**config.mk**
```make
export PLATFORM = sky130hd
export DESIGN_NAME = angle_reduce
export DESIGN_NICKNAME = d
export VERILOG_FILES = /design/src/rtl/angle_reduce_pkg.sv /design/src/rtl/angle_reduce_fix2float.sv /design/src/rtl/angle_reduce.sv
export SDC_FILE = /design/constraint.sdc
export NUM_CORES = 1
export LEC_CHECK = 0
export ABC_AREA = 1
export CORE_MARGIN = 2
export CORE_UTILIZATION = 30
export CTS_BUF_LIST = sky130_fd_sc_hd__clkbuf_8 sky130_fd_sc_hd__clkbuf_16
export DETAILED_ROUTE_END_ITERATION = 10
export PLACE_DENSITY = 0.44
export SKIP_LAST_GASP = 1
export SLEW_MARGIN = 25
export SYNTH_ARGS = -nofsm -noshare
export SYNTH_HDL_FRONTEND = slang
export SYNTH_HIERARCHICAL = 1
export SYNTH_SLANG_ARGS = --single-unit
```
**constraint.sdc**
```tcl
create_clock -name clk -period 3.9 [get_ports clk]
set_input_delay 0.39 -clock clk [delete_from_list [all_inputs] [get_ports clk]]
set_output_delay 0.39 -clock clk [all_outputs]
set_load 0.02 [all_outputs]
```
**src/rtl/angle_reduce_pkg.sv**
```systemverilog
// Shared constants and types for the angle range-reduction block.
// The datapath is unsigned Q8.24; the results are IEEE-754 single precision.
package angle_reduce_pkg;

  localparam logic [31:0] TWO_PI_Q = 32'h0648_7ED5;
  localparam logic [31:0] QNAN     = 32'h7FC0_0000;

  localparam int EXP_BIAS = 127;
  localparam int FRAC_W   = 23;
  localparam int FIX_FRAC = 24;

  typedef enum logic [2:0] {
    IDLE      = 3'd0,
    CONVERT   = 3'd1,
    REDUCE    = 3'd2,
    ADJUST    = 3'd3,
    NORMALIZE = 3'd4,
    DONE      = 3'd5
  } state_t;

endpackage

```
**src/rtl/angle_reduce_fix2float.sv**
```systemverilog
// Combinational normalizer from unsigned Q8.24 to a positive IEEE-754 single.
// The mantissa is truncated, and zero maps to +0.0.
module fix2float
  import angle_reduce_pkg::*;
(
  input  logic [31:0] fix,
  output logic [31:0] flt
);

  logic [4:0]  msb;
  logic [31:0] norm;
  logic [7:0]  exp_f;

  always_comb begin
    msb = '0;
    for (int i = 0; i < 32; i++) begin
      if (fix[i]) msb = 5'(i);
    end
    // The leading one moves to bit 31, so the fraction sits directly below it
    norm  = fix << (5'd31 - msb);
    exp_f = 8'(EXP_BIAS - FIX_FRAC) + {3'b000, msb};
    if (fix == 32'h0) flt = 32'h0;
    else              flt = {1'b0, exp_f, norm[30 -: FRAC_W]};
  end

endmodule

```
**src/rtl/angle_reduce.sv**
```systemverilog
// Reduces a single-precision angle to [0, 2pi) with fixed latency, using
// shift-subtract modulo iterations on a Q8.24 magnitude.
//
// state     | meaning
// ----------+------------------------------------------------------------
// IDLE      | wait for reduce_start; latch angle on acceptance
// CONVERT   | float -> Q8.24 magnitude; range/NaN check (error -> DONE)
// REDUCE    | REDUCE_STEPS conditional subtracts of TWO_PI_Q << k
// ADJUST    | mirror the remainder for negative inputs
// NORMALIZE | Q8.24 remainder -> float, captured into the result register
// DONE      | one-cycle reduce_done pulse
module angle_reduce
  import angle_reduce_pkg::*;
#(
  parameter int REDUCE_STEPS = 6
) (
  input  logic        clk,
  input  logic        n_rst,
  input  logic        reduce_start,
  input  logic [31:0] angle,
  output logic        busy,
  output logic        reduce_done,
  output logic [31:0] reduced_angle,
  output logic        reduce_error
);

  localparam int CNT_W = (REDUCE_STEPS > 1) ? $clog2(REDUCE_STEPS) : 1;
  localparam logic [CNT_W-1:0] CNT_LOAD  = CNT_W'(REDUCE_STEPS - 1);
  localparam logic [7:0]       SHIFT_REF = 8'(EXP_BIAS + FRAC_W - FIX_FRAC);
  localparam logic [7:0]       EXP_LIMIT = 8'(EXP_BIAS + 32 - FIX_FRAC);

  state_t           state_q, state_d;
  logic [31:0]      angle_q;
  logic [31:0]      rem_q;
  logic [31:0]      result_q;
  logic [CNT_W-1:0] cnt_q;
  logic             err_q;

  logic [7:0]  in_exp;
  logic [31:0] in_mant;
  logic [31:0] conv_mag;
  logic        conv_err;
  logic [32:0] step_val;
  logic        step_ge;
  logic [31:0] norm_flt;

  fix2float u_fix2float (
    .fix (rem_q),
    .flt (norm_flt)
  );

  always_comb begin
    in_exp   = angle_q[30:23];
    in_mant  = {8'h00, 1'b1, angle_q[22:0]};
    conv_err = (in_exp == 8'hFF) || (in_exp >= EXP_LIMIT);
    conv_mag = '0;
    if (in_exp == 8'h00)          conv_mag = '0;
    else if (in_exp >= SHIFT_REF) conv_mag = in_mant << (in_exp - SHIFT_REF);
    else                          conv_mag = in_mant >> (SHIFT_REF - in_exp);
  end

  always_comb begin
    step_val = {1'b0, TWO_PI_Q} << cnt_q;
    step_ge  = {1'b0, rem_q} >= step_val;
  end

  always_ff @(posedge clk or negedge n_rst) begin
    if (!n_rst) state_q <= IDLE;
    else        state_q <= state_d;
  end

  always_comb begin
    state_d = state_q;
    unique case (state_q)
      IDLE:      if (reduce_start) state_d = CONVERT;
      CONVERT:   state_d = conv_err ? DONE : REDUCE;
      REDUCE:    if (cnt_q == '0) state_d = ADJUST;
      ADJUST:    state_d = NORMALIZE;
      NORMALIZE: state_d = DONE;
      DONE:      state_d = IDLE;
      default:   state_d = IDLE;
    endcase
  end

  always_comb begin
    busy         = (state_q != IDLE);
    reduce_done  = (state_q == DONE);
    reduce_error = (state_q == DONE) && err_q;
  end

  // result_q is written only on the two transitions into DONE
  always_ff @(posedge clk or negedge n_rst) begin
    if (!n_rst) begin
      angle_q  <= '0;
      rem_q    <= '0;
      result_q <= '0;
      cnt_q    <= '0;
      err_q    <= 1'b0;
    end else begin
      unique case (state_q)
        IDLE: if (reduce_start) angle_q <= angle;
        CONVERT: begin
          rem_q <= conv_mag;
          err_q <= conv_err;
          cnt_q <= CNT_LOAD;
          if (conv_err) result_q <= QNAN;
        end
        REDUCE: begin
          if (step_ge) rem_q <= rem_q - step_val[31:0];
          if (cnt_q != '0) cnt_q <= cnt_q - 1'b1;
        end
        ADJUST: if (angle_q[31] && (rem_q != '0)) rem_q <= TWO_PI_Q - rem_q;
        NORMALIZE: result_q <= norm_flt;
        default: ;
      endcase
    end
  end

  assign reduced_angle = result_q;

endmodule

```
==> impl_metrics.csv, run 1 <==
group,metric,value,unit
outcome,status,"complete, no violations",
logic_synthesis,yosys_warnings,6,
logic_synthesis,yosysUniqueCellTypes,61,
grt,grtUsageMet3,0.02768,
clock_network,cts_tree,"done",
logic_synthesis,syn-num-nets,2390,
sta,relSlewSlack,0.3484,
grt,grt_first_pass_wirelength,90.33,mm
grt,grtUsageMet2,0.4060,
sta,setup_viol,0,
logic_synthesis,syn_avg_cell_area,5.716,um^2
logic_synthesis,ys_seq_elements,103,
sta,fmaxAchievable,272.8,MHz
drt,drc,0,
clock_network,htreeDepth,3,
logic_synthesis,syn-cell-area,0.01319,mm^2
worst_setup_path,path_class,"flip-flop to flip-flop",
grt,busiest_layer,"met2",
die,start_util,0.3049,
logic_synthesis,synth-edff-count,0,
worst_setup_path,required,4.18,ns
min_path,hp-class,"primary input to async pin",
logic_synthesis,synth_fa_ha_area_frac,0.04514,
logic_synthesis,synth_commonest_cells,"nand2_1 (787), nand3_1 (414), inv_1 (196), nor2_1 (168), a21oi_1 (119)",
die,die_w,213.7,um
grt,grtUsageMet1,0.3814,
grt,grt_usage,0.2607,
drt,drt-wirelength-per-cell,19.94,um
sta,final_hold_viol_count,0,
sta,layout_min_cycle_time,3.665,ns
grt,grt_pass1_vias,14940,
clock_network,cts.clk_slew.worst_paths,0.08,ns
worst_setup_path,startpoint_type,"flip-flop",
drt,first_pass_iters,6,
logic_synthesis,synth_most_common_cell,"nand2_1",
sta,worstMarginPinSlew,0.9773,ns
place,place_congestion,0.9644,
logic_synthesis,synth-async-reset-ratio,1.000,
logic_synthesis,synth_flop_cell,"dfrtp_1",
logic_synthesis,netlist_instances,2308,
die,floorplan.rows,76,
layout,nFillCells,4918,
logic_synthesis,synthSimpleGateAreaFrac,0.4931,
worst_setup_path,cp_max_fo,7,
clock_network,clockBufferDepth,2,
die,die_h,213.7,um
clock_network,hold_buffers,0,
worst_setup_path,setup.worst_path.end_class,"flip-flop",
logic_synthesis,synth_compound_gate_area_share,0.1404,
logic_synthesis,synth_top_family_by_area,"simple AND/OR/NAND/NOR gates",
place,dp_hpwl,46.42,mm
grt,grt_max_degree,54,
layout,postLayoutCoreUtil,0.3446,
drt,drtAntennaViolNets,0,
layout,syn2layout_area_growth,13.02,%
sta,tns,0,ns
sta,rsz0062_at_grt,"no",
layout,nNetsFinal,2426,
logic_synthesis,synth_xor_area_frac,0.007398,
logic_synthesis,synth_area_leader_cell,"nand2_1",
clock_network,clkSinkCount,103,
drt,wirelength,58.51,mm
place,io_buffers,69,
sta,clock_skew,0.01439,ns
die,io_pins,70,
clock_network,clockRootBuffer,"clkbuf_16",
layout,final_area,0.01491,mm^2
layout,drive_above_1_share,0.07109,
sta,period_share,0.9398,
place,place_area,0.01457,mm^2
drt,vias,15860,
grt,antenna_found_initial,0,
logic_synthesis,synth.top_cell.area_share,0.2239,
clock_network,clk_latency,0.39,ns
clock_network,numCtsBuffers,9,
logic_synthesis,yosysSeqAreaShare,0.1954,
die,core_area,0.04327,mm^2
worst_setup_path,arrival,3.94,ns
drt,vias_per_cell,5.407,
run,drv_cap,0,
layout,num_antenna_cells,0,
sta,slew_viol_final,0,
logic_synthesis,synth_area_leaders,"nand2_1 (22%), dfrtp_1 (20%), nand3_1 (16%)",
die,dieArea,0.04567,mm^2
grt,grt_overflow,0,
drt,first_iter_violations,1909,
logic_synthesis,synth.area.mux_share,0.02049,
==> stage by stage <==
step           setup WS, ns  cells  hold WS [ns]
4_1_cts              0.1673   2933       0.06651
3_3_place_gp         0.1335   2917        0.4768
5_1_grt             0.02140   2934        0.1022
3_5_place_dp         0.1844   2917        0.4810
2_1_floorplan         1.076   2308       0.09441
6_report             0.2347   2934       0.04445
==> placed cells by master, fill, tap and decap left out, types with 3 or more instances in the layout <==
cell             netlist  layout
a21o_1                 5       5
a21oi_1              119     119
a31oi_1                7       7
a32o_1                23      23
buf_4                  8      57
clkbuf_16              0       9
clkdlybuf4s50_1        0      68
clkinv_1               3       3
clkinvlp_4             0       5
dfrtp_1              103     102
ha_1                  46      45
inv_1                196     195
inv_2                 12      12
mux2_2                24      24
nand2_1              787     787
nand2_2                9       9
nand2_4                4       3
nand3_1              414     413
nand3_2                4       5
nand3b_1               3       3
nand4_1               48      48
nor2_1               168     165
nor2_2                 6       9
nor2_4                 3       3
nor3_1                15      14
nor4_1                12      12
o211ai_1               8       8
o21a_1                 4       4
o21ai_0               99      96
o21ai_1               18      21
o21bai_1               4       4
o22a_1                 9       9
or2_2                 14      14
xor2_1                 7       7
==> worst max-delay path, stage by stage, from the launching register on <==
cell and delay, ns:
dfrtp_2 0.47, inv_1 0.16, ha_1 0.40, inv_1 0.08, nand2_1 0.19, o21ai_0 0.16
ha_1 0.38, a21o_1 0.16, a21boi_0 0.13, o21ai_0 0.51, a21o_1 0.29, nand2_1 0.11
nand2_1 0.07, nand2_1 0.05, nand3_1 0.11, nand2_1 0.08, inv_1 0.06, nand2_1 0.05
nand2_1 0.06, nand2_1 0.05
==> final cells by class <==
cell class	count	area, um^2	area share
tap	585	732.0	0.04909
timing repair inverter	1	7.507	0.0005035
timing repair buffer	126	1129	0.07569
multi-input combinational	1891	9358	0.6276
clock inverter	7	78.83	0.005287
sequential	103	2579	0.1729
clock buffer	9	225.2	0.01510
inverter	212	802.0	0.05379
==> logic make-up (layout without fill, tap and decap cells) <==
group,Yosys count,count (layout)
xor gates and xnor gates,9,9
other,1,1
buffers and inverters,314,355
adders and majority gates,47,47
DFF,103,103
and+or+nand+nor,1495,1495
AOI/OAI and AO/OA,315,315
muxes,24,24
==> routing by layer <==
metal  vias up  routed length [um]
met4         0                1245
met2       538               25510
met1      7483               28400
met3        63                3344
met5         -                   0
li1       7780                   -
==> worst paths after layout <==
| path | cells after the start | startpoint | slack, ns | end |
|---|---|---|---|---|
| hold reg to reg | 1 | reduced_angle[15] | 0.49 | reduced_angle[15] |
| min in group clk | 1 | reduced_angle[15] | 0.49 | reduced_angle[15] |
| setup / recovery | 19 | cnt_q[0] | 0.23 | rem_q[19] |
| setup reg to reg | 19 | cnt_q[0] | 0.23 | rem_q[19] |
| max in group asynchronous | 2 | n_rst | 2.98 | reduced_angle[18] |
| hold / removal | 1 | n_rst | 0.04 | angle_q[13] |
==> flip-flops by register name, summed over array words and instances (netlist names) <==
register / cells
err_q: 1
reduced_angle: 32
angle_q: 32
rem_q: 32
cnt_q: 3
state_q: 3
==> timing repair <==
action                                  4_1_cts  5_1_grt
buffers inserted                              0        0
resized for setup                             0       10
endpoints found under the setup margin        0       53
Power of run 1 is not shown: default switching activity piles up to over one toggle a cycle in this logic, so the estimate is an artifact.
==> inputs of run 2 (changes only) <==
- CORE_MARGIN: 2 -> not set
- DONT_BUFFER_PORTS: not set -> 1
- PLACE_DENSITY: 0.44 -> 0.42
==> impl_metrics.csv, run 2 (synthesis results as in run 1) <==
group,metric,value,unit
outcome,status,"complete, no violations",
sta,clock_skew,0.01364,ns
sta,period_share,0.9292,
sta,worstMarginPinSlew,0.9427,ns
clock_network,cts_tree,"done",
worst_setup_path,crit_path_frequent_cell,"nand2_1",
grt,antenna_found_initial,1,
worst_setup_path,rrSetupSlack,0.28,ns
layout,mostFrequentLayoutCell,"nand2_1",
die,io_pins,70,
worst_setup_path,startpoint_type,"flip-flop",
layout,nNetsFinal,2360,
min_path,hp-class,"primary input to flip-flop",
grt,grt_first_pass_wirelength,88.43,mm
worst_setup_path,cp_max_fo,7,
layout,postLayoutCoreUtil,0.3289,
die,core_area,0.04327,mm^2
sta,slew_viol_final,0,
sta,tns,0,ns
sta,relSlewSlack,0.3709,
place,place_congestion,0.9779,
drt,first_pass_iters,5,
worst_setup_path,critPathTopFamily,"simple AND/OR/NAND/NOR gates",
drt,drt-wirelength-per-cell,20.22,um
grt,grt_overflow,0,
clock_network,clk_latency,0.38,ns
place,io_buffers,0,
drt,wirelength,57.99,mm
die,dieArea,0.04482,mm^2
die,floorplan.rows,76,
clock_network,cts.clk_slew.worst_paths,0.08,ns
worst_setup_path,arrival,3.90,ns
worst_setup_path,required,4.18,ns
worst_setup_path,setup.worst_path.end_class,"flip-flop",
worst_setup_path,crit_start,"cnt_q[0]",
die,start_util,0.3049,
clock_network,clockBufferDepth,2,
sta,fmaxAchievable,276.0,MHz
worst_setup_path,worstPathCellList,"inv_1, ha_1, inv_1, nor2_1, buf_4, inv_1, o21ai_0, ha_1, nand2_1, nor2_1, inv_1, nor2_1, nor2_1, nand2_1, nand3_1, nand2_1, a21oi_1, o21ai_0, nand3_1, nand2_1, nand2_1",
worst_setup_path,crit_slowest_cell,"dfrtp_1",
grt,grt_max_degree,104,
worst_setup_path,path_class,"flip-flop to flip-flop",
layout,syn2layout_area_growth,7.852,%
layout,drive_above_1_share,0.07227,
clock_network,htreeDepth,3,
die,die_w,211.7,um
layout,mostFrequentLayoutCells,"nand2_1 (787), nand3_1 (413), inv_1 (196)",
grt,grt_pass1_vias,14700,
sta,rsz0062_at_grt,"no",
die,die_h,211.7,um
worst_setup_path,r2r_start,"cnt_q[0]",
clock_network,clkSinkCount,103,
drt,vias,15780,
grt,grt_usage,0.2605,
worst_setup_path,cp.buffers_inverters,5,
min_path,hp-start,"angle[27]",
clock_network,clockRootBuffer,"clkbuf_16",
sta,setup_viol,0,
drt,first_iter_violations,1571,
run,drv_cap,0,
sta,layout_min_cycle_time,3.624,ns
clock_network,cts_setup_buffers,0,
place,dp_hpwl,46.27,mm
drt,vias_per_cell,5.500,
layout,nFillCells,4995,
layout,num_antenna_cells,0,
drt,drc,0,
worst_setup_path,cpPeakStageDelay,0.47,ns
drt,drtAntennaViolNets,0,
sta,final_hold_viol_count,0,
clock_network,numCtsBuffers,9,
run 2: cell types whose count changed in the layout (fill, tap and decap cells not counted), sizes merged:
cell	before	now
clkdlybuf4s50	68	0
clkinvlp	5	0
clkinv	4	8
buf	58	60
clkbuf	9	11
bufinv	1	0
dlygate4sd3	0	1
inv	210	209
run 2: worst reg2reg max path: stages, from the launching register on:
cell and delay (ns):
dfrtp_1 0.47, inv_1 0.15, ha_1 0.30, inv_1 0.08, nor2_1 0.05, buf_4 0.15, inv_1 0.06, o21ai_0 0.08
ha_1 0.36, nand2_1 0.10, nor2_1 0.26, inv_1 0.12, nor2_1 0.38, nor2_1 0.08, nand2_1 0.16, nand3_1 0.09
nand2_1 0.09, a21oi_1 0.06, o21ai_0 0.15, nand3_1 0.17, nand2_1 0.10, nand2_1 0.05
run 2: layout make-up:
class                   count  area [um^2]  area share
inverters                 212        800.8     0.05628
repair buffers             61        484.2     0.03403
clock buffers              11        252.7     0.01776
multi-input cells        1891         9349      0.6571
flip-flops and latches    103         2577      0.1811
clock inverters             5        32.53    0.002286
well taps                 585        732.0     0.05144
run 2: what timing repair did:
item                                   CTS  global route
endpoints found under the hold margin  103             0
gates resized for setup                  0             8
hold buffers                             2             0
setup endpoints to repair                0            33
run 2: worst paths after layout:
path / end / cells past startpoint
worst min register to register: angle_q[14] / 1
worst min-delay path: angle_q[27] / 1
worst max-delay path: rem_q[30] / 21
max in group asynchronous: rem_q[20] / 2
worst max register to register: rem_q[30] / 21
min in group asynchronous: angle_q[15] / 2
run 2: metrics by stage:
| step | setup slack, ns | hold WS, ns | cell area [um^2] | std cells |
|---|---|---|---|---|
| 2_1_floorplan | 1.076 | 0.09441 | 13190 | 2308 |
| 3_3_place_gp | 0.1355 | 0.09633 | 13880 | 2850 |
| 3_5_place_dp | 0.1546 | 0.09723 | 13880 | 2850 |
| 4_1_cts | 0.1273 | 0.1387 | 14210 | 2868 |
| 5_1_grt | 0.01935 | 0.1415 | 14230 | 2868 |
| 6_report | 0.2762 | 0.1471 | 14230 | 2868 |
run 2: layer usage:
layer / vias up / routed length [um] / GRT usage
met5: - / 0 / 0
met4: 0 / 1339 / 0.07896
met3: 51 / 3313 / 0.02374
met2: 524 / 25110 / 0.4014
met1: 7554 / 28230 / 0.3803
li1: 7646 / - / -
Power of run 2 is left out for the same reason.
==> inputs of run 3 (changes only) <==
- SLEW_MARGIN: 25 -> 20
==> results of run 3 <==
No change in the layout: final DEF, timing and power equal those of run 2.
Power of run 3 is left out for the same reason.
